### config.mk
export PLATFORM = sky130hd
export DESIGN_NAME = boid_frame_scheduler_flat
export DESIGN_NICKNAME = d
export VERILOG_FILES = /design/src/rtl/boid_frame_scheduler_pkg.sv /design/src/rtl/boid_frame_scheduler_if.sv /design/src/rtl/boid_frame_scheduler_pos_table.sv /design/src/rtl/boid_frame_scheduler.sv /design/src/flat_wrapper.sv
export SDC_FILE = /design/constraint.sdc
export NUM_CORES = 1
export LEC_CHECK = 0
export BUFFER_PORTS_ARGS = -buffer_cell sky130_fd_sc_hd__buf_4
export CORE_ASPECT_RATIO = 0.9
export CORE_MARGIN = 4
export CORE_UTILIZATION = 53
export CTS_BUF_LIST = sky130_fd_sc_hd__clkbuf_16
export CTS_CLUSTER_SIZE = 8
export DETAILED_ROUTE_END_ITERATION = 6
export PLACE_DENSITY = 0.68
export SYNTH_ARGS = -nofsm -noshare
export SYNTH_HDL_FRONTEND = slang
export SYNTH_SLANG_ARGS = --single-unit
### constraint.sdc
create_clock -name clock -period 6.2 [get_ports clock]
set_input_delay 1.24 -clock clock [delete_from_list [all_inputs] [get_ports clock]]
set_output_delay 1.24 -clock clock [all_outputs]
set_load 0.005 [all_outputs]
### src/rtl/boid_frame_scheduler_pkg.sv
// Shared types and sizing helpers for the boid frame scheduler.
package boid_pkg;

  localparam int H_RES_DEF = 640;
  localparam int V_RES_DEF = 480;

  typedef enum logic [1:0] {IDLE, CLEAR, DRAW, FLUSH} fsm_state_t;

  function automatic int addr_width(input int h, input int v);
    return (h * v > 1) ? $clog2(h * v) : 1;
  endfunction

  function automatic int idx_width(input int n);
    return (n > 1) ? $clog2(n) : 1;
  endfunction

endpackage

### src/rtl/boid_frame_scheduler_if.sv
// CPU boid-write bus and display-RAM write bus of the frame scheduler.
interface boid_frame_scheduler_if #(
  parameter int X_WIDTH    = 10,
  parameter int Y_WIDTH    = 9,
  parameter int SEL_WIDTH  = 5,
  parameter int ADDR_WIDTH = 19
);
  logic                  cpu_we;
  logic [SEL_WIDTH-1:0]  cpu_sel;
  logic [X_WIDTH-1:0]    cpu_x;
  logic [Y_WIDTH-1:0]    cpu_y;
  logic                  cpu_valid;
  logic                  ram_clear;
  logic                  pix_we;
  logic [ADDR_WIDTH-1:0] pix_addr;

  modport master (
    output cpu_we, cpu_sel, cpu_x, cpu_y, cpu_valid,
    input  ram_clear, pix_we, pix_addr
  );

  modport slave (
    input  cpu_we, cpu_sel, cpu_x, cpu_y, cpu_valid,
    output ram_clear, pix_we, pix_addr
  );
endinterface

### src/rtl/boid_frame_scheduler_pos_table.sv
// Boid position register file: one write port, one asynchronous read port.
module boid_pos_table #(
  parameter int NUM_BOIDS = 32,
  parameter int X_WIDTH   = 10,
  parameter int Y_WIDTH   = 9,
  parameter int SEL_WIDTH = 5
) (
  input  logic                         clock,
  input  logic                         reset_n,
  input  logic                         we,
  input  logic [SEL_WIDTH-1:0]         wr_sel,
  input  logic [X_WIDTH+Y_WIDTH:0]     wr_data,
  input  logic [SEL_WIDTH-1:0]         rd_sel,
  output logic [X_WIDTH+Y_WIDTH:0]     rd_data
);

  logic [X_WIDTH+Y_WIDTH:0] mem [NUM_BOIDS];

  always_ff @(posedge clock or negedge reset_n) begin
    if (!reset_n) begin
      for (int i = 0; i < NUM_BOIDS; i++) mem[i] <= '0;
    end else if (we && (32'(wr_sel) < NUM_BOIDS)) begin
      mem[wr_sel] <= wr_data;
    end
  end

  assign rd_data = (32'(rd_sel) < NUM_BOIDS) ? mem[rd_sel] : '0;

endmodule

### src/rtl/boid_frame_scheduler.sv
// Per-frame boid rasteriser: clears the display RAM, then emits one write per
// on-screen pixel of a SPRITE x SPRITE square for every valid boid.
//
// state | meaning
// IDLE  | waiting for frame_end
// CLEAR | one-cycle ram_clear pulse
// DRAW  | one slot per cycle over (b, dy, dx)
// FLUSH | last registered pixel drains; done follows
module boid_frame_scheduler
  import boid_pkg::*;
#(
  parameter int NUM_BOIDS  = 32,
  parameter int X_WIDTH    = 10,
  parameter int Y_WIDTH    = 9,
  parameter int H_RES      = H_RES_DEF,
  parameter int V_RES      = V_RES_DEF,
  parameter int SPRITE     = 2,
  parameter int ADDR_WIDTH = addr_width(H_RES, V_RES)
) (
  input  logic                   clock,
  input  logic                   reset_n,
  input  logic                   ovr_clr,
  input  logic                   frame_end,
  boid_frame_scheduler_if.slave  bus,
  output logic                   busy,
  output logic                   done,
  output logic                   overrun
);

  localparam int SEL_WIDTH = idx_width(NUM_BOIDS);
  localparam int D_WIDTH   = idx_width(SPRITE);
  localparam int EW        = 1 + X_WIDTH + Y_WIDTH;
  localparam logic [SEL_WIDTH-1:0] B_LAST = SEL_WIDTH'(NUM_BOIDS - 1);
  localparam logic [D_WIDTH-1:0]   D_LAST = D_WIDTH'(SPRITE - 1);
  localparam logic [X_WIDTH:0]     H_LIM  = (X_WIDTH + 1)'(H_RES);
  localparam logic [Y_WIDTH:0]     V_LIM  = (Y_WIDTH + 1)'(V_RES);

  fsm_state_t state, state_nxt;
  logic [SEL_WIDTH-1:0] b_cnt;
  logic [D_WIDTH-1:0]   dx, dy;
  logic                 drawing, first_slot, last_slot, on_screen;
  logic [EW-1:0]        rd_data, held, cur;
  logic [X_WIDTH:0]     px;
  logic [Y_WIDTH:0]     py;
  logic [ADDR_WIDTH-1:0] addr_calc;

  boid_pos_table #(
    .NUM_BOIDS (NUM_BOIDS),
    .X_WIDTH   (X_WIDTH),
    .Y_WIDTH   (Y_WIDTH),
    .SEL_WIDTH (SEL_WIDTH)
  ) u_table (
    .clock   (clock),
    .reset_n (reset_n),
    .we      (bus.cpu_we),
    .wr_sel  (bus.cpu_sel),
    .wr_data ({bus.cpu_valid, bus.cpu_x, bus.cpu_y}),
    .rd_sel  (b_cnt),
    .rd_data (rd_data)
  );

  always_ff @(posedge clock or negedge reset_n) begin
    if (!reset_n) state <= IDLE;
    else          state <= state_nxt;
  end

  assign last_slot = (b_cnt == B_LAST) && (dy == D_LAST) && (dx == D_LAST);

  always_comb begin
    state_nxt = state;
    case (state)
      IDLE:  if (frame_end) state_nxt = CLEAR;
      CLEAR: state_nxt = DRAW;
      DRAW:  if (last_slot) state_nxt = FLUSH;
      FLUSH: state_nxt = IDLE;
      default: state_nxt = IDLE;
    endcase
  end

  always_comb begin
    bus.ram_clear = (state == CLEAR);
    busy          = (state != IDLE);
    drawing       = (state == DRAW);
  end

  // The table is read live on a boid's first slot so late CPU writes to
  // boids not yet reached still land in this frame.
  assign first_slot = (dx == '0) && (dy == '0);
  assign cur        = first_slot ? rd_data : held;
  assign px         = {1'b0, cur[Y_WIDTH +: X_WIDTH]} + (X_WIDTH + 1)'(dx);
  assign py         = {1'b0, cur[Y_WIDTH-1:0]} + (Y_WIDTH + 1)'(dy);
  assign on_screen  = drawing && cur[EW-1] && (px < H_LIM) && (py < V_LIM);
  assign addr_calc  = ADDR_WIDTH'(py) * ADDR_WIDTH'(H_RES) + ADDR_WIDTH'(px);

  always_ff @(posedge clock or negedge reset_n) begin
    if (!reset_n) begin
      b_cnt <= '0;
      dx    <= '0;
      dy    <= '0;
      held  <= '0;
    end else if (!drawing) begin
      b_cnt <= '0;
      dx    <= '0;
      dy    <= '0;
    end else begin
      if (first_slot) held <= rd_data;
      if (dx == D_LAST) begin
        dx <= '0;
        if (dy == D_LAST) begin
          dy    <= '0;
          b_cnt <= b_cnt + SEL_WIDTH'(1);
        end else begin
          dy <= dy + D_WIDTH'(1);
        end
      end else begin
        dx <= dx + D_WIDTH'(1);
      end
    end
  end

  always_ff @(posedge clock or negedge reset_n) begin
    if (!reset_n) begin
      bus.pix_we   <= 1'b0;
      bus.pix_addr <= '0;
      done         <= 1'b0;
      overrun      <= 1'b0;
    end else begin
      bus.pix_we <= on_screen;
      if (on_screen) bus.pix_addr <= addr_calc;
      done <= (state == FLUSH);
      if (frame_end && busy) overrun <= 1'b1;
      else if (ovr_clr)      overrun <= 1'b0;
    end
  end

endmodule

### src/flat_wrapper.sv
// flat-port wrapper written by rule: the top's interface ports become plain ports
module boid_frame_scheduler_flat import boid_pkg::*;
#(
  parameter int NUM_BOIDS  = 32,
  parameter int X_WIDTH    = 10,
  parameter int Y_WIDTH    = 9,
  parameter int H_RES      = H_RES_DEF,
  parameter int V_RES      = V_RES_DEF,
  parameter int SPRITE     = 2,
  parameter int ADDR_WIDTH = addr_width(H_RES, V_RES)
)
  (clock, reset_n, ovr_clr, frame_end, busy, done, overrun, bus_cpu_we, bus_cpu_sel, bus_cpu_x, bus_cpu_y, bus_cpu_valid, bus_ram_clear, bus_pix_we, bus_pix_addr);
  boid_frame_scheduler_if #(.X_WIDTH(X_WIDTH), .Y_WIDTH(Y_WIDTH), .ADDR_WIDTH(ADDR_WIDTH)) bus_i ();
  input  logic clock;
  input  logic reset_n;
  input  logic ovr_clr;
  input  logic frame_end;
  output logic busy;
  output logic done;
  output logic overrun;
  input wire logic [$bits(bus_i.cpu_we)-1:0] bus_cpu_we;
  input wire logic [$bits(bus_i.cpu_sel)-1:0] bus_cpu_sel;
  input wire logic [$bits(bus_i.cpu_x)-1:0] bus_cpu_x;
  input wire logic [$bits(bus_i.cpu_y)-1:0] bus_cpu_y;
  input wire logic [$bits(bus_i.cpu_valid)-1:0] bus_cpu_valid;
  output wire logic [$bits(bus_i.ram_clear)-1:0] bus_ram_clear;
  output wire logic [$bits(bus_i.pix_we)-1:0] bus_pix_we;
  output wire logic [$bits(bus_i.pix_addr)-1:0] bus_pix_addr;
  assign bus_i.cpu_we = bus_cpu_we;
  assign bus_i.cpu_sel = bus_cpu_sel;
  assign bus_i.cpu_x = bus_cpu_x;
  assign bus_i.cpu_y = bus_cpu_y;
  assign bus_i.cpu_valid = bus_cpu_valid;
  assign bus_ram_clear = bus_i.ram_clear;
  assign bus_pix_we = bus_i.pix_we;
  assign bus_pix_addr = bus_i.pix_addr;
  boid_frame_scheduler #(.NUM_BOIDS(NUM_BOIDS), .X_WIDTH(X_WIDTH), .Y_WIDTH(Y_WIDTH), .H_RES(H_RES), .V_RES(V_RES), .SPRITE(SPRITE), .ADDR_WIDTH(ADDR_WIDTH)) u_core (.clock(clock), .reset_n(reset_n), .ovr_clr(ovr_clr), .frame_end(frame_end), .bus(bus_i), .busy(busy), .done(done), .overrun(overrun));
endmodule
==> flow_summary.rst, run 1 <==
.. list-table::
   :header-rows: 1

   * - Metric
     - Value
   * - Number of pins exceeding their max-slew limit in the final report
     - 0
   * - CP max-delay cell
     - dfrtp_4
   * - Via count of the first global-routing pass
     - 20,600
   * - Total overflow reported by the global router
     - 0
   * - Total wire length after detailed routing
     - around 84,000 um
   * - Detailed Route Iter0 Violations
     - ~1,400
   * - Distinct cell type count of the synthesized netlist
     - between 70 and 80
   * - Largest net degree at the start of global routing
     - approximately 160
   * - First-pass GRT wire length
     - 130,000 um
   * - Total die area
     - between 60,000 and 70,000 um^2
   * - Total of fill cells in the finished design
     - ~4,500
   * - Compound-Gate Fraction of Synth Area
     - 0.0321
   * - Syn avg cell area
     - roughly 15 um^2
   * - Overall track demand over capacity in global routing
     - 0.261
   * - Psw
     - approximately 4 mW
   * - Worst path required time
     - 6.72 ns
   * - Worst relative slew slack
     - 0.312
   * - Via count of the routed design
     - between 15,000 and 20,000
   * - Dpl cells
     - between 2,000 and 3,000
   * - Die Y
     - approximately 240 um
   * - Top cell type by total area after synthesis
     - dfrtp_1
   * - Main flop type after synthesis
     - dfrtp_1
   * - Syn_nets
     - 2,301
   * - Io pins
     - 54
   * - Layout cells sized above 1
     - 0.472
   * - Number of port buffers
     - between 50 and 60
   * - H-tree levels
     - 3
   * - Antenna fix cells
     - 0
   * - Area taken by multi-input logic gates
     - 14,300 um^2
   * - Hold buffer count at cts
     - 0
   * - Synthesis Warnings
     - 0
   * - Peak clock frequency supported by timing
     - between 0.15 and 0.2 GHz
   * - Highest cell delay on the worst timing path
     - roughly 0.93 ns
   * - Worst path buffer plus inverter count
     - 2
   * - Type of element launching the critical path
     - flip-flop
   * - Final core occ
     - 0.604
   * - Post-synth EDFFs
     - 0
   * - Overall power
     - ~14 mW
   * - Simple-gate share of the synthesized area
     - 0.0304
   * - Placer's final routability congestion estimate
     - between 0.8 and 0.9
   * - Post-Syn Area
     - 32,600 um^2
   * - Buffer cell driving the clock tree root
     - clkbuf_16
   * - Clock network latency to the later pin of the worst-skew pair
     - 0.64 ns
   * - Arrival time of the worst setup path
     - 6.21 ns
   * - Power share of the combinational group
     - 0.249
   * - Power share of the sequential group
     - 0.423
   * - Drt via density
     - between 6 and 7
   * - Clock Skews
     - between 0.015 and 0.02 ns
   * - Layout Cells excl Fill
     - between 3,000 and 4,000
   * - Ranking of synthesized cells by area
     - dfrtp_1 (53%), mux2_2 (23%), mux4_2 (8.4%)
   * - Max_cap viols
     - 0
   * - Post-layout min period
     - between 5 and 6 ns
   * - Min-delay worst type
     - flip-flop to flip-flop
   * - Result of the run
     - finished clean
   * - Sum Neg Setup Slack
     - 0 ns
   * - Switching fraction of total power
     - 0.284
   * - Top-area cell type share of the netlist area
     - 0.531
   * - Routed WL per cell
     - around 27 um
   * - Number of remaining DRC errors
     - 0
   * - CP cell instances
     - buf_12 -> mux4_2 -> mux2i_1 -> o2111ai_1 -> o221ai_2 -> nor4_2 -> nand3_1 -> xor2_1 -> inv_1 -> ha_1 -> a21o_1 -> a21oi_1 -> nor2b_1 -> nor2_1 -> nor4b_1 -> and3_1 -> nand3_1 -> xor2_1 -> mux2_4
   * - Proportion of synthesized area in mux cells
     - 0.351
   * - Ratio of total power to cell area
     - approximately 390 nW/um^2
   * - Setup CP Type
     - flip-flop to flip-flop
   * - Post-synthesis sequential area ratio
     - 0.531
   * - Row cnt
     - 85
   * - Initial standard-cell utilization of the core
     - 0.540
   * - Number of antenna violations at the first check in global routing
     - 2
   * - Xor-xnor portion of the synthesized cell area
     - 0.00941
   * - Setup fix buffers added after clock tree synthesis
     - 0
   * - Main combinational cell family by area after synthesis
     - multiplexers
   * - Final-report setup violation count
     - 0
   * - CP Max Fanout
     - 52
   * - Width of the die
     - around 270 um
   * - Clock edge transition at the registers on the reported setup and hold paths
     - 0.05 ns
   * - Final hold violation count
     - 0
   * - Number of buffers on the longest clock path
     - 3
   * - Lkg Pwr
     - 16.2 nW
   * - Worst slack at placement
     - 0.570 ns
   * - FF+latch area
     - about 17,000 um^2
   * - Transition time at the pin with the least slew margin
     - 1.03 ns
   * - Share of async-settable or async-resettable flops after synthesis
     - 1.00
   * - RSZ-0062 raised after global routing
     - no
   * - CTS Buf Count
     - 96
   * - TritonCTS clock tree
     - yes
   * - Period utilisation layout
     - 0.918
   * - Detailed-router iteration count before antenna repair
     - 5
   * - CTS sink count
     - 691
   * - Clock Power Share
     - 0.327
   * - Half-perimeter wire length after placement
     - 52,000 um
   * - Gate count after technology mapping
     - roughly 2,200
   * - Internal power
     - 10.1 mW
   * - Family with the most delay on the worst path
     - simple AND/OR/NAND/NOR gates
   * - Antenna Nets Post-Route
     - 0
   * - Adder and majority gate portion of the synthesized area
     - 0.0127
   * - Cts repair resizes
     - 0
   * - Net count reported at finish
     - around 2,300
   * - Final worst slack
     - just over 0.5 ns
   * - IR Drop Worst-Case VDD
     - 0.308 mV
   * - Placeable core area
     - slightly above 60,000 um^2
   * - Category of the worst setup path capture point
     - flip-flop
   * - Layout Area Growth over Synthesis
     - 11.7%
   * - Register bit count reported by yosys
     - 691
## sequential cells by signal, indices dropped and copies added, names as in the netlist
signal	flops
u_core.overrun	1
u_core.bus.pix_addr	19
u_core.state	2
u_core.dx	1
u_core.b_cnt	5
u_core.done	1
u_core.held	20
u_core.dy	1
u_core.u_table.mem	640
u_core.bus.pix_we	1
## cells by family (layout without fill, tap and decap cells)
group | count (synthesis) | after routing
flip-flops | 691 | 691
AO/OA/AOI/OAI | 146 | 146
buffers and inverters | 230 | 286
AND/OR/NAND/NOR | 206 | 206
XOR/XNOR | 35 | 35
adder cells (fa/ha/maj) | 32 | 32
multiplexers | 899 | 899
## power by group through the flow
stage                     clock (mW)  sequential [mW]  combinational, mW
final                           4.62             5.98               3.53
after global routing            4.91             6.08               3.89
after CTS                       4.71             5.97               3.55
after detailed placement           0             6.03               3.52
after global placement             0             5.98               3.43
after floorplan                    0             5.86               2.61
## final cells by class
class	instances	share of cell area
multi-input combinational	1318	0.392
clock inverter	11	0.00340
timing repair buffer	141	0.0320
inverter	37	0.00382
clock buffer	97	0.0667
tap	783	0.0269
sequential	691	0.475
## cells in the final DEF, fill, tap and decap left out, types with 8 or more instances in the layout
cell	count
nand3_1	13
mux2_2	656
a21oi_1	33
o2111ai_1	10
xor2_1	12
mux2_4	16
mux2_1	8
mux4_2	122
mux2i_1	97
o21ai_0	12
clkbuf_16	97
o22ai_1	29
dfrtp_1	688
nor2_1	22
buf_12	8
buf_4	132
and2_1	8
nand2_1	83
xnor2_1	23
or3_1	8
ha_1	30
inv_1	37
nor2_2	17
## final timing paths
| path | endpoint | slack (ns) | from | cells past startpoint |
|---|---|---|---|---|
| max | u_core.bus.pix_addr[18] | 0.51 | u_core.b_cnt[1] | 19 |
| min | u_core.u_table.mem[273] | 0.50 | u_core.u_table.mem[273] | 1 |
| max reg2reg | u_core.bus.pix_addr[18] | 0.51 | u_core.b_cnt[1] | 19 |
| min reg2reg | u_core.u_table.mem[273] | 0.50 | u_core.u_table.mem[273] | 1 |
| max in group asynchronous | u_core.u_table.mem[0] | 4.27 | reset_n | 2 |
| min in group asynchronous | u_core.u_table.mem[352] | 0.57 | reset_n | 1 |
## layer usage
layer / vias to the layer above / track usage / part of all wire
met2: 527 / 0.405 / 0.46
met4: 2 / 0.0678 / 0.023
met5: - / 0 / 0.00012
met1: 10400 / 0.377 / 0.45
li1: 8246 / - / -
met3: 154 / 0.0595 / 0.062
## cells in the mapped netlist (7+ instances only)
| master | n |
|---|---|
| mux2_1 | 8 |
| o2111ai_1 | 10 |
| and2_1 | 8 |
| o221ai_1 | 7 |
| nor2_1 | 39 |
| mux2_2 | 656 |
| mux4_2 | 122 |
| buf_6 | 16 |
| mux2_4 | 16 |
| dfrtp_1 | 691 |
| xnor2_1 | 23 |
| o21ai_0 | 12 |
| a21oi_1 | 33 |
| mux2i_1 | 97 |
| or3_1 | 8 |
| nand2_1 | 89 |
| inv_1 | 33 |
| buf_1 | 21 |
| buf_2 | 24 |
| clkbuf_1 | 120 |
| nor3_1 | 7 |
| xor2_1 | 12 |
| ha_1 | 30 |
| nand3_1 | 13 |
| o22ai_1 | 29 |
## metrics by stage
| step | hold slack, ns | cell area (um^2) |
|---|---|---|
| 2_1_floorplan | 0.472 | 32600 |
| 3_3_place_gp | 0.482 | 33900 |
| 3_5_place_dp | 0.487 | 33900 |
| 4_1_cts | 0.498 | 36400 |
| 5_1_grt | 0.502 | 36400 |
| 6_report | 0.499 | 36400 |
No activity file was read; power rests on OpenSTA's default activity.
==> run 2: changes to the inputs <==
- ABC_AREA: unset -> 1
==> run 2 against run 1 <==
Against the previous run: global-route usage up 2.4 points; clock power about the same; register-to-register slack improved by 0.22 ns; count of clock-buffer cells in the layout stayed put; worst hold slack lost 0.029 ns; sequential power fell by 0.7%; worst setup slack gained 0.22 ns; wire length rose by 11%; clock skew barely moved; critical path depth is 10 higher; die area rose by 0.58%; synthesized area increased by 0.60%; critical path type unchanged; largest cell class unchanged; highest routed layer is now met4.
==> flow_summary.rst, run 2 <==
.. list-table::
   :header-rows: 1

   * - Metric
     - Value
   * - Result of the run
     - finished clean
   * - Layout Cells excl Fill
     - 4,763 (+55%)
   * - Worst hold slack
     - 0.470 ns (-0.0291 ns)
   * - Antenna Nets Post-Route
     - 0 (unchanged)
   * - Commonest non-fill, non-tap cell in the layout
     - nand2_1
   * - Top-area cell type share of the netlist area
     - 0.527 (-0.00316)
   * - Worst relative slew slack
     - 0.199 (-0.113)
   * - Cell with the most instances after synthesis
     - nand2_1
   * - Setup CP Type
     - flip-flop to flip-flop
   * - Number of port buffers
     - 53 (unchanged)
   * - Number of remaining DRC errors
     - 0 (unchanged)
   * - Detailed Route Iter0 Violations
     - 3,012 (+110%)
   * - CP Max Fanout
     - 95 (+83%)
   * - Cts repair resizes
     - 0 (unchanged)
   * - Total die area
     - 65,900 um^2 (+0.58%)
   * - Number of antenna violations at the first check in global routing
     - 1 (-1)
   * - Clock network latency to the later pin of the worst-skew pair
     - 0.65 ns (about the same)
   * - Ranking of synthesized cells by area
     - dfrtp_1 (53%), nand2_1 (14%), o21ai_0 (12%)
   * - Main flop type after synthesis
     - dfrtp_1
   * - CTS Buf Count
     - 96 (unchanged)
   * - Overall track demand over capacity in global routing
     - 0.285 (+0.0245)
   * - Syn_nets
     - 4,134 (+80%)
   * - Min-delay worst type
     - flip-flop to flip-flop
   * - Highest cell delay on the worst timing path
     - 0.64 ns (-0.29 ns)
   * - Layout Area Growth over Synthesis
     - 8.93%
   * - Transition time at the pin with the least slew margin
     - 1.20 ns (+0.169 ns)
   * - Detailed-router iteration count before antenna repair
     - 6 (+1)
   * - Final worst slack
     - 0.724 ns (+0.216 ns)
   * - Buffer cell driving the clock tree root
     - clkbuf_16
   * - Total overflow reported by the global router
     - 0 (unchanged)
   * - Total wire length after detailed routing
     - 93,900 um (+11%)
   * - Routed WL per cell
     - 19.7 um (-28%)
   * - Half-perimeter wire length after placement
     - 55,200 um (+6.2%)
   * - Width of the die
     - 270 um (+0.29%)
   * - H-tree levels
     - 3 (unchanged)
   * - RSZ-0062 raised after global routing
     - no
   * - Final core occ
     - 0.583 (-0.0203)
   * - Register bit count reported by yosys
     - 691 (unchanged)
   * - Biggest registers after layout
     - u_core.u_table.mem x640, u_core.held x20, u_core.bus.pix_addr x19
   * - Post-synth EDFFs
     - 0 (unchanged)
   * - Worst slack at placement
     - 0.833 ns (+0.264 ns)
   * - CP max-delay cell
     - dfrtp_4
   * - Synthesis Warnings
     - 0 (unchanged)
   * - Io pins
     - 54 (unchanged)
   * - Final hold violation count
     - 0 (unchanged)
   * - Syn avg cell area
     - 8.05 um^2 (-45%)
   * - Highest-count cells in the layout ignoring fill and taps
     - nand2_1 (1,183), o21ai_0 (798), dfrtp_1 (688), nor2_1 (389), nand3_1 (221)
   * - Post-route standard cell area excluding fillers
     - 35,700 um^2 (-1.9%)
   * - Final-report setup violation count
     - 0 (unchanged)
   * - First-pass GRT wire length
     - 150,000 um (+15%)
   * - Dpl cells
     - 4,654 (+57%)
   * - Period utilisation layout
     - 0.883 (-0.0348)
   * - Most flop-heavy register
     - u_core.u_table.mem
   * - Hold buffer count at cts
     - 0 (unchanged)
   * - Via count of the routed design
     - 27,600 (+43%)
   * - Distinct cell type count of the synthesized netlist
     - 41 (-46%)
   * - Row cnt
     - 86 (+1.2%)
   * - Share of async-settable or async-resettable flops after synthesis
     - 1.00 (unchanged)
   * - Die Y
     - 244 um (+0.29%)
   * - Number of pins exceeding their max-slew limit in the final report
     - 0 (unchanged)
   * - Initial standard-cell utilization of the core
     - 0.536 (-0.00497)
   * - Placer's final routability congestion estimate
     - 0.851 (-0.90%)
   * - Placeable core area
     - 61,200 um^2 (+1.5%)
   * - Type of element launching the critical path
     - flip-flop
   * - Worst path required time
     - 6.72 ns (about the same)
   * - Max reg flops
     - 640 (unchanged)
   * - Via count of the first global-routing pass
     - 26,200 (+27%)
   * - Arrival time of the worst setup path
     - 5.99 ns (-0.22 ns)
   * - Net count reported at finish
     - 4,022 (+71%)
   * - Drt via density
     - 5.80 (-7.5%)
   * - Total placed instance area
     - 33,200 um^2 (-2.0%)
   * - Clock edge transition at the registers on the reported setup and hold paths
     - 0.05 ns (about the same)
   * - Sum Neg Setup Slack
     - 0 ns (unchanged)
   * - CTS sink count
     - 691 (unchanged)
   * - Post-synthesis sequential area ratio
     - 0.527 (-0.00316)
   * - Post-Syn Area
     - 32,800 um^2 (+0.60%)
   * - TritonCTS clock tree
     - yes
   * - Clock Skews
     - 0.0182 ns (-0.000400 ns)
   * - IR Drop Worst-Case VDD
     - 0.237 mV (-23%)
   * - Overall power
     - 13.7 mW (-2.9%)
   * - Top post-synthesis cells by count
     - nand2_1 (1,184), o21ai_0 (798), dfrtp_1 (691), nor2_1 (390), clkbuf_1 (222)
   * - Post-layout min period
     - 5.48 ns (-0.216 ns)
   * - Gate count after technology mapping
     - 4,072 (+82%)
   * - Peak clock frequency supported by timing
     - 0.183 GHz (+3.9%)
   * - Ratio of total power to cell area
     - 384 nW/um^2 (-1.1%)
   * - Max_cap viols
     - 0 (unchanged)
   * - Worst path buffer plus inverter count
     - 8 (+6)
   * - Number of buffers on the longest clock path
     - 3 (unchanged)
   * - Lkg Pwr
     - 17.0 nW (+4.8%)
   * - Family with the most delay on the worst path
     - simple AND/OR/NAND/NOR gates
   * - Antenna fix cells
     - 0 (unchanged)
   * - Largest net degree at the start of global routing
     - 160 (+2.6%)
   * - Layout cells sized above 1
     - 0.0715 (-0.401)
   * - Category of the worst setup path capture point
     - flip-flop
   * - Top cell type by total area after synthesis
     - dfrtp_1
   * - Setup fix buffers added after clock tree synthesis
     - 0 (unchanged)
==> run 2: changes by cell type after synthesis, sizes merged, moves of 35 or more <==
| cell | delta |
|---|---|
| clkbuf | +101 |
| nor2 | +362 |
| nand3 | +214 |
| mux2i | -97 |
| mux2 | -680 |
| nand4 | +35 |
| inv | +92 |
| mux4 | -122 |
| buf | +41 |
| o21ai | +828 |
| nand2 | +1110 |
==> run 2: final cells by class <==
type	count	area, um^2
Tap cell	792	991
Multi-Input combinational cell	2917	13300
Clock inverter	12	103
Fill cell	5618	25500
Inverter	129	494
Clock buffer	97	2430
Timing Repair Buffer	125	1080
Sequential cell	691	17300
==> run 2: final timing paths <==
path                       slack, ns  depth (start not counted)               startpoint                 endpoint
setup / recovery                0.72                         29          u_core.b_cnt[0]  u_core.bus.pix_addr[18]
hold / removal                  0.47                          2  u_core.bus.pix_addr[14]  u_core.bus.pix_addr[14]
setup reg to reg                0.72                         29          u_core.b_cnt[0]  u_core.bus.pix_addr[18]
hold reg to reg                 0.47                          2  u_core.bus.pix_addr[14]  u_core.bus.pix_addr[14]
max in group asynchronous       4.15                          2                  reset_n  u_core.u_table.mem[151]
min in group asynchronous       0.68                          1                  reset_n  u_core.u_table.mem[422]
==> run 2: worst reg2reg max path, delay by kind of cell (launching register included) <==
family | cells | cell delay [ns]
AO/OA/AOI/OAI | 3 | 0.68
XOR/XNOR | 2 | 0.31
adder cells (fa/ha/maj) | 2 | 0.75
buffers and inverters | 8 | 1.19
flip-flops | 1 | 0.64
AND/OR/NAND/NOR | 14 | 1.78
==> run 2: power breakdown <==
part           switching [mW]  internal, mW
Clock                    1.87          2.74
Sequential              0.501          5.44
Combinational            2.03          1.13
Total                    4.41          9.31
==> run 2: layer usage <==
layer	routed length, um	global-route usage	vias to the layer above
li1	-	-	13100
met1	42400	0.415	13400
met2	42400	0.449	1018
met3	6250	0.0372	173
met4	2830	0.0930	0
met5	0	0	-
==> run 2: logic make-up (layout without fill, tap and decap cells) <==
family,count (synthesis),in the layout,synth area share
AO/OA/AOI/OAI,979,979,0.155
XOR/XNOR,21,21,0.00561
adder cells (fa/ha/maj),32,32,0.0127
buffers and inverters,464,363,0.0670
flip-flops,691,691,0.527
AND/OR/NAND/NOR,1885,1885,0.233
==> run 3: changes to the inputs <==
- GPL_TIMING_DRIVEN: unset -> 0
==> run 3 against run 2 <==
Against the previous run: the run now ends with max-capacitance violations, max-slew violations left; worst hold slack got worse by 0.0019 ns; worst setup slack lost 0.46 ns; register-to-register slack worse by 0.46 ns; final cell count up 5.5%; non-clock buffer count up 264; clock skew hardly changed; wire length rose by 45%; sequential share of layout area fell by 1.7 points; sequential power is essentially flat; total power increased by 5.3%; critical path depth rose by 3; largest power group unchanged; highest routed layer is now met5.
==> flow_summary.rst, run 3 (synthesis results as in run 2) <==
.. list-table::
   :header-rows: 1

   * - Metric
     - Value
   * - Result of the run
     - complete, but fails checks
   * - Violations in the final reports
     - max-capacitance violations, max-slew violations
   * - Placeable core area
     - 61,200 um^2 (unchanged)
   * - Initial standard-cell utilization of the core
     - 0.536 (unchanged)
   * - Setup CP Type
     - flip-flop to flip-flop
   * - Layout cells sized above 1
     - 0.0780 (+0.00650)
   * - Number of port buffers
     - 53 (unchanged)
   * - Clock network latency to the later pin of the worst-skew pair
     - 0.66 ns (about the same)
   * - Capturing point of the worst reg2reg path
     - u_core.bus.pix_addr[18]
   * - Type of element launching the critical path
     - flip-flop
   * - Most flop-heavy register
     - u_core.u_table.mem
   * - Layout Cells excl Fill
     - 5,025 (+5.5%)
   * - Number of buffers on the longest clock path
     - 3 (unchanged)
   * - IR Drop Worst-Case VDD
     - 0.318 mV (+35%)
   * - Highest cell delay on the worst timing path
     - 0.52 ns (-0.12 ns)
   * - Layout Area Growth over Synthesis
     - 12.8%
   * - Routed WL per cell
     - 27.0 um (+37%)
   * - Number of antenna violations at the first check in global routing
     - 9 (+8)
   * - CTS Buf Count
     - 96 (unchanged)
   * - FF-to-FF path depth
     - 32 (+10%)
   * - Worst path buffer plus inverter count
     - 8 (unchanged)
   * - Capturing element of the worst setup path
     - u_core.bus.pix_addr[18]
   * - Net count reported at finish
     - 4,286 (+6.6%)
   * - Worst relative slew slack
     - -0.00764 (-0.206)
   * - Total overflow reported by the global router
     - 0 (unchanged)
   * - Post-layout min period
     - 5.93 ns (+0.456 ns)
   * - Crit path from
     - u_core.b_cnt[2]
   * - Row cnt
     - 86 (unchanged)
   * - Final core occ
     - 0.604 (+0.0210)
   * - Crit Reg-Reg Startpoint
     - u_core.b_cnt[2]
   * - Largest net degree at the start of global routing
     - 121 (-24%)
   * - Category of the worst setup path capture point
     - flip-flop
   * - Total wire length after detailed routing
     - 136,000 um (+45%)
   * - Commonest non-fill, non-tap cell in the layout
     - nand2_1
   * - Clock Skews
     - 0.0185 ns (+0.000268 ns)
   * - Width of the die
     - 270 um (unchanged)
   * - Period utilisation layout
     - 0.957 (+0.0735)
   * - Stages on worst setup path
     - 32 (+10%)
   * - Detailed Route Iter0 Violations
     - 4,939 (+64%)
   * - Detailed-router iteration count before antenna repair
     - 6 (unchanged)
   * - Ratio of total power to cell area
     - 390 nW/um^2 (+1.6%)
   * - Final hold violation count
     - 0 (unchanged)
   * - RSZ-0062 raised after global routing
     - no
   * - Slack of the worst reg-to-reg path
     - 0.27 ns (-0.46 ns)
   * - Transition time at the pin with the least slew margin
     - 1.51 ns (+0.311 ns)
   * - Io pins
     - 54 (unchanged)
   * - Buffer cell driving the clock tree root
     - clkbuf_16
   * - Antenna Nets Post-Route
     - 0 (unchanged)
   * - Drt via density
     - 6.23 (+7.5%)
   * - Peak clock frequency supported by timing
     - 0.169 GHz (-7.7%)
   * - CP max-delay cell
     - fa_1
   * - Number of pins exceeding their max-slew limit in the final report
     - 11 (+11)
   * - Sum Neg Setup Slack
     - 0 ns (unchanged)
   * - Placer's final routability congestion estimate
     - 1.01 (+19%)
   * - Total die area
     - 65,900 um^2 (unchanged)
   * - Via count of the first global-routing pass
     - 29,200 (+12%)
   * - Most frequent CP cell
     - nand2_1
   * - Final worst slack
     - 0.269 ns (-0.456 ns)
   * - First-pass GRT wire length
     - 196,000 um (+30%)
   * - Dpl cells
     - 4,923 (+5.8%)
   * - Worst path required time
     - 6.75 ns (+0.03 ns)
   * - Die Y
     - 244 um (unchanged)
   * - Number of remaining DRC errors
     - 0 (unchanged)
   * - Worst slack at placement
     - -1.37 ns (-2.21 ns)
   * - Lkg Pwr
     - 17.5 nW (+3.1%)
   * - CTS sink count
     - 691 (unchanged)
   * - Arrival time of the worst setup path
     - 6.48 ns (+0.49 ns)
   * - Overall track demand over capacity in global routing
     - 0.405 (+0.119)
   * - H-tree levels
     - 3 (unchanged)
   * - Hold buffer count at cts
     - 0 (unchanged)
   * - Total placed instance area
     - 34,300 um^2 (+3.5%)
   * - Min-delay worst type
     - flip-flop to flip-flop
   * - Clock edge transition at the registers on the reported setup and hold paths
     - 0.05 ns (about the same)
   * - Final-report setup violation count
     - 0 (unchanged)
   * - Max_cap viols
     - 1 (+1)
   * - Highest-count cells in the layout ignoring fill and taps
     - nand2_1 (1,184), o21ai_0 (798), dfrtp_1 (691), nor2_1 (390), nand3_1 (220)
   * - TritonCTS clock tree
     - yes
   * - Family with the most delay on the worst path
     - simple AND/OR/NAND/NOR gates
   * - Via count of the routed design
     - 31,300 (+13%)
   * - CP Max Fanout
     - 10 (-89%)
   * - Max reg flops
     - 640 (unchanged)
   * - Half-perimeter wire length after placement
     - 94,700 um (+72%)
   * - Post-route standard cell area excluding fillers
     - 37,000 um^2 (+3.6%)
   * - Biggest registers after layout
     - u_core.u_table.mem x640, u_core.held x20, u_core.bus.pix_addr x19
run 3: cell types whose count changed in the layout (fill, tap and decap cells not counted), moves of 3 or more:
| cell | previous run | this run |
|---|---|---|
| dfrtp_1 | 688 | 691 |
| buf_2 | 0 | 44 |
| buf_6 | 0 | 33 |
| buf_4 | 113 | 75 |
| buf_8 | 1 | 11 |
| clkbuf_1 | 0 | 210 |
| buf_12 | 11 | 2 |
| buf_16 | 0 | 6 |
| buf_1 | 0 | 5 |
| diode_2 | 0 | 3 |
| inv_1 | 121 | 117 |
run 3: stage by stage:
step           power [mW]  hold WS [ns]
4_1_cts              14.3         0.472
3_3_place_gp         9.51         0.457
6_report             14.4         0.468
3_5_place_dp         9.62         0.459
5_1_grt              15.1         0.493
2_1_floorplan        8.24         0.445
run 3: final cells by class:
cell class              instances  area (um^2)
multi-input cells            2917        13300
inverters                     129          494
diodes                          3         7.51
flip-flops and latches        691        17300
clock buffers                  98         2450
clock inverters                 6         87.6
well taps                     792          991
fillers                      5725        24200
repair buffers                 64          608
plain buffers                 325         1740
run 3: how the worst min path moves through the flow:
stage	from	endpoint	slack [ns]	depth (start not counted)
6_report	u_core.bus.pix_addr[15]	u_core.bus.pix_addr[15]	0.47	2
5_1_grt	u_core.u_table.mem[406]	u_core.u_table.mem[406]	0.49	2
4_1_cts	u_core.bus.pix_addr[10]	u_core.bus.pix_addr[10]	0.47	2
3_5_place_dp	u_core.bus.pix_addr[10]	u_core.bus.pix_addr[10]	0.46	2
3_3_place_gp	u_core.bus.pix_addr[10]	u_core.bus.pix_addr[10]	0.46	2
2_1_floorplan	u_core.u_table.mem[105]	u_core.u_table.mem[105]	0.45	2
run 3: layer usage:
| metal | GRT usage | share of wire |
|---|---|---|
| met1 | 0.545 | 0.39 |
| met2 | 0.572 | 0.41 |
| met3 | 0.121 | 0.13 |
| met4 | 0.261 | 0.078 |
| met5 | 0 | 0.00016 |
run 3: what timing repair did:
action                                  CTS  global route
pin swaps                                 0             1
endpoints found under the setup margin    8             4
hold endpoints to repair                  0             0
resized for setup                        31            20
buffers inserted                          0             5
run 3: where the power goes:
group | switching [mW] | internal [mW] | leakage, nW | total [mW]
Clock | 1.96 | 2.76 | 1.24 | 4.73
Sequential | 0.513 | 5.44 | 8.91 | 5.95
Combinational | 2.52 | 1.24 | 7.33 | 3.76
Total | 4.99 | 9.45 | 17.5 | 14.4
run 3: tightest hold or removal path, stage by stage (launching register included):
cell and delay, ns:
dfrtp_1 0.34, nand2_1 0.05, nand2_1 0.04
